**src/rtl/period_abs_sum_framer_pkg.sv**
```systemverilog
// Shared detection-path types and constants.
// Sample/sum typedefs and the framer state encoding.
package period_abs_sum_framer_pkg;

  localparam int SAMPLE_W     = 8;
  localparam int WORD_SAMPLES = 16;
  localparam int SUM_W        = 32;
  localparam int WORD_W       = SAMPLE_W * WORD_SAMPLES;

  typedef enum logic [1:0] {
    FILL,
    ACCUM,
    OUT
  } state_t;

  typedef logic signed [SAMPLE_W-1:0] sample_t;
  typedef logic signed [SUM_W-1:0]    sum_t;

endpackage

```
**src/rtl/period_abs_sum_framer.sv**
```systemverilog
// Packs signed samples into 128-bit period words and
// accumulates per-window absolute sums via an external calculator.
module period_abs_sum_framer
  import period_abs_sum_framer_pkg::*;
#(
  parameter int PERIODS = 64,
  parameter int SUM_W   = 32,
  parameter int CNT_W   = 16
) (
  input  logic                    clk,
  input  logic                    rst_n,
  input  logic                    s_valid,
  output logic                    s_ready,
  input  logic signed [7:0]       s_data,
  input  logic                    s_last,
  output logic [127:0]            period_data,
  output logic signed [SUM_W-1:0] cur_abs_sum,
  input  logic signed [SUM_W-1:0] updated_abs_sum,
  output logic                    m_valid,
  input  logic                    m_ready,
  output logic signed [SUM_W-1:0] m_sum,
  output logic [CNT_W-1:0]        m_periods
);

  state_t                  state, state_n;
  logic [3:0]              idx;
  logic [CNT_W-1:0]        cnt;
  logic [CNT_W-1:0]        cnt_inc;
  logic                    last_q;
  logic                    done;
  logic                    accept;
  logic signed [SUM_W-1:0] acc;

  assign cnt_inc     = cnt + 1'b1;
  assign done        = (cnt_inc == CNT_W'(PERIODS)) || last_q;
  assign accept      = s_valid && s_ready;
  assign cur_abs_sum = acc;

  always_comb begin
    state_n = state;
    s_ready = 1'b0;
    m_valid = 1'b0;
    unique case (state)
      FILL: begin
        s_ready = 1'b1;
        if (s_valid && (idx == 4'd15 || s_last))
          state_n = ACCUM;
      end
      ACCUM: state_n = done ? OUT : FILL;
      OUT: begin
        m_valid = 1'b1;
        if (m_ready)
          state_n = FILL;
      end
      default: state_n = FILL;
    endcase
  end

  // Unwritten bytes stay zero because the word is cleared leaving ACCUM.
  always_ff @(posedge clk or negedge rst_n) begin
    if (!rst_n) begin
      state       <= FILL;
      idx         <= '0;
      cnt         <= '0;
      last_q      <= 1'b0;
      acc         <= '0;
      period_data <= '0;
      m_sum       <= '0;
      m_periods   <= '0;
    end else begin
      state <= state_n;
      unique case (state)
        FILL: begin
          if (accept) begin
            period_data[{idx, 3'b000} +: 8] <= s_data;
            idx    <= idx + 4'd1;
            last_q <= s_last;
          end
        end
        ACCUM: begin
          acc         <= updated_abs_sum;
          cnt         <= cnt_inc;
          idx         <= '0;
          last_q      <= 1'b0;
          period_data <= '0;
          if (done) begin
            m_sum     <= updated_abs_sum;
            m_periods <= cnt_inc;
          end
        end
        OUT: begin
          if (m_ready) begin
            acc <= '0;
            cnt <= '0;
          end
        end
        default: ;
      endcase
    end
  end

endmodule

```
**config.mk**
```make
export PLATFORM = sky130hd
export DESIGN_NAME = period_abs_sum_framer
export DESIGN_NICKNAME = d
export VERILOG_FILES = /design/src/rtl/period_abs_sum_framer_pkg.sv /design/src/rtl/period_abs_sum_framer.sv
export SDC_FILE = /design/constraint.sdc
export NUM_CORES = 1
export LEC_CHECK = 0
export ABC_AREA = 1
export CAP_MARGIN = 20
export CORE_ASPECT_RATIO = 1.1
export CORE_MARGIN = 2
export CORE_UTILIZATION = 33
export DETAILED_ROUTE_END_ITERATION = 16
export GPL_TIMING_DRIVEN = 0
export PLACE_DENSITY = 0.57
export SYNTH_ARGS = -nofsm -noshare
export SYNTH_HDL_FRONTEND = slang
export SYNTH_SLANG_ARGS = --single-unit
```
**constraint.sdc**
```tcl
create_clock -name clk -period 2.59 [get_ports clk]
set_input_delay 0.518 -clock clk [delete_from_list [all_inputs] [get_ports clk]]
set_output_delay 0.518 -clock clk [all_outputs]
set_load 0.005 [all_outputs]
```
==> out/metrics.yaml <==
yosys:
  syn_area_per_cell_sq_um: 8.92
  ys_warn_count: 0
  synth_seq_area_share: 0.602
  syn-cell-area_sq_mm: 0.00960
  ys_seq_elements: 231
  synth-simple-area-share: 0.256
  synth_cell_types: 27
  synthXorXnorAreaFrac: 0.00183
  synth_top_family_by_area: "simple AND/OR/NAND/NOR gates"
  syn_nets: 1127
  synthMuxAreaShare: 0
  synth_compound_area_frac: 0.0846
  synthCells: 1076
  synthAdderAreaFrac: 0.00782
routing:
  wl_per_cell_um: 18.0
  dr.first_iter.drc_count: 634
  drcViolationCount: 0
  vias: 8666
  vias_per_cell: 4.97
  drtPass1Iterations: 6
  routed_wl_mm: 31.4
  ant_nets: 0
setup_path:
  required_ns: 2.97
  end_kind: "flip-flop"
  path_max_fanout: 12
  cp_slowest_cell: "dfrtp_2"
  start_kind: "flip-flop"
  critPathKind: "flip-flop to flip-flop"
  cpPeakStageDelay_ns: 0.43
  crit_chain: "inv_2, clkbuf_4, ha_1, clkbuf_2, nand3_1, nor2_1, nand2_1, clkbuf_2, nand3_1, o21ai_0"
  arrival_ns: 2.85
sta:
  post-route-period-util: 0.953
  slew_headroom: 0.542
  hold_viol: 0
  period_minus_slack_ns: 2.47
  tightest_slew_ns: 0.687
  setup_slack_ns: 0.123
  skew_ns: 0.00745
  setup_viol: 0
  tns_ns: 0
  hold_slack_ns: 0.469
  rsz0062_at_grt: "true"
  drv_slew: 0
  max_freq_mhz: 405
grt:
  grt_start_max_net_pins: 100
  overflow: 0
  grt_usage: 0.204
  grt_pass1_vias: 8620
  antenna_found_initial: 0
  grt_pass1_wl_mm: 49.9
power:
  p_per_area_mw_per_mm2: 929
  peakVddDrop_uv: 525
  leakagePower_nw: 6.10
  power.total_mw: 12.7
clock_tree:
  clk_latency_ns: 0.52
  clkTransAtPathRegs_ns: 0.06
  clock_sinks: 231
  cts_buffer_depth: 3
  cts_root_buffer: "clkbuf_16"
  cts_tree: "built"
  h-tree-depth: 1
  cts_buffers: 25
cells_and_area:
  drive_above_1_share: 0.0690
  stdcell_count: 1744
  fillers: 2785
  syn_to_final_growth_pct: 42.0
  final_util: 0.476
  final-seq-area_sq_mm: 0.00578
  design_area_sq_mm: 0.0136
  final_common_cell: "nand2_1"
  fin_nets: 1411
  antenna_cells: 0
  multi_input_area_sq_mm: 0.00343
  final_cell_mix: "nand2_1 (298), clkdlybuf4s50_1 (253), dfrtp_1 (229)"
floorplan:
  fp.dieH_um: 183
  initial_utilization: 0.335
  core_sq_mm: 0.0286
  ios: 255
  chipWidth_um: 167
  die-area_sq_mm: 0.0305
  rows: 65
placed_design:
  gp_congestion: 0.879
  placed_area_sq_mm: 0.0127
  dp_cells: 1700
  io_buffers: 254
  hpwl_mm: 23.1
  pre_cts_slack_ns: -0.489
status:
  status: "finished, final reports clean"
flow_run:
  cap_viol_max_count: 0
hold_path:
  min-delay-path-class: "flip-flop to flip-flop"
==> critical path, delay by kind of cell, from the launching register on <==
kind | cells | cell delay, ns
buffers and inverters | 4 | 0.79
and+or+nand+nor | 4 | 0.65
DFF | 1 | 0.43
adders and majority gates | 1 | 0.35
AOI/OAI and AO/OA | 1 | 0.10
==> flip-flops by register name (all words and copies together), names as in the netlist <==
signal / count
state: 2
m_periods: 16
last_q: 1
period_data: 128
cur_abs_sum: 32
m_sum: 32
idx: 4
cnt: 16
==> cells by family after synthesis <==
group | after synthesis
AO/OA/AOI/OAI | 160
adder cells (fa/ha/maj) | 6
flip-flops | 231
XOR/XNOR | 2
buffers and inverters | 111
AND/OR/NAND/NOR | 566
==> synthesized netlist by cell type <==
| cell | n | area [sq um] |
|---|---|---|
| o21ai_0 | 145 | 726 |
| ha_1 | 6 | 75.1 |
| buf_4 | 1 | 7.51 |
| nand3b_1 | 1 | 7.51 |
| xor2_1 | 1 | 8.76 |
| nand2_1 | 303 | 1140 |
| clkinv_1 | 3 | 11.3 |
| nor3_2 | 1 | 10.0 |
| clkbuf_1 | 42 | 158 |
| inv_2 | 1 | 3.75 |
| dfrtp_1 | 231 | 5780 |
| buf_2 | 6 | 30.0 |
| o22ai_1 | 7 | 43.8 |
| nand3_1 | 200 | 1000 |
| xnor2_1 | 1 | 8.76 |
| inv_1 | 50 | 188 |
| a211oi_1 | 1 | 7.51 |
| nand4_1 | 8 | 50.1 |
| nand2_2 | 2 | 12.5 |
| o21ai_1 | 4 | 20.0 |
| buf_1 | 4 | 15.0 |
| nor2_2 | 4 | 25.0 |
| buf_6 | 4 | 45.0 |
| nor3_1 | 24 | 120 |
| a21oi_1 | 3 | 15.0 |
| and2_1 | 1 | 6.26 |
| nor2_1 | 22 | 82.6 |
==> where the power goes <==
part / leakage [nW] / switching [mW] / internal (mW)
registers: 3.08 / 0.574 / 4.45
logic: 2.60 / 1.97 / 1.92
clock network: 0.416 / 1.46 / 2.28
total: 6.10 / 4.00 / 8.65
==> metal layers <==
metal	track usage	routed length, um	vias to the layer above
met5	0	0	-
met4	0.0479	612	0
met3	0.0514	2490	46
met2	0.345	14900	279
met1	0.266	13400	4174
li1	-	-	4167
==> layout make-up <==
| cell class | instances | share of cell area |
|---|---|---|
| flip-flops and latches | 231 | 0.425 |
| multi-input cells | 734 | 0.252 |
| repair buffers | 259 | 0.193 |
| clock buffers | 34 | 0.0513 |
| well taps | 368 | 0.0338 |
| plain buffers | 55 | 0.0195 |
| inverters | 54 | 0.0152 |
| clock inverters | 9 | 0.0111 |
==> final timing paths <==
path / from / endpoint / slack, ns / depth (start not counted)
max: idx[0] / period_data[86] / 0.12 / 10
min: m_sum[16] / m_sum[16] / 0.47 / 2
max reg2reg: idx[0] / period_data[86] / 0.12 / 10
min reg2reg: m_sum[16] / m_sum[16] / 0.47 / 2
max in group asynchronous: rst_n / m_sum[12] / 0.85 / 4
min in group asynchronous: rst_n / period_data[10] / 0.48 / 2
==> repair_timing <==
item	in CTS	in global routing
endpoints found under the setup margin	128	170
hold endpoints to repair	41	0
hold buffers	1	0
buffers inserted	0	2
pin swaps	0	1
resized for setup	10	35
Note: power is estimated with default switching activity, not from simulation.
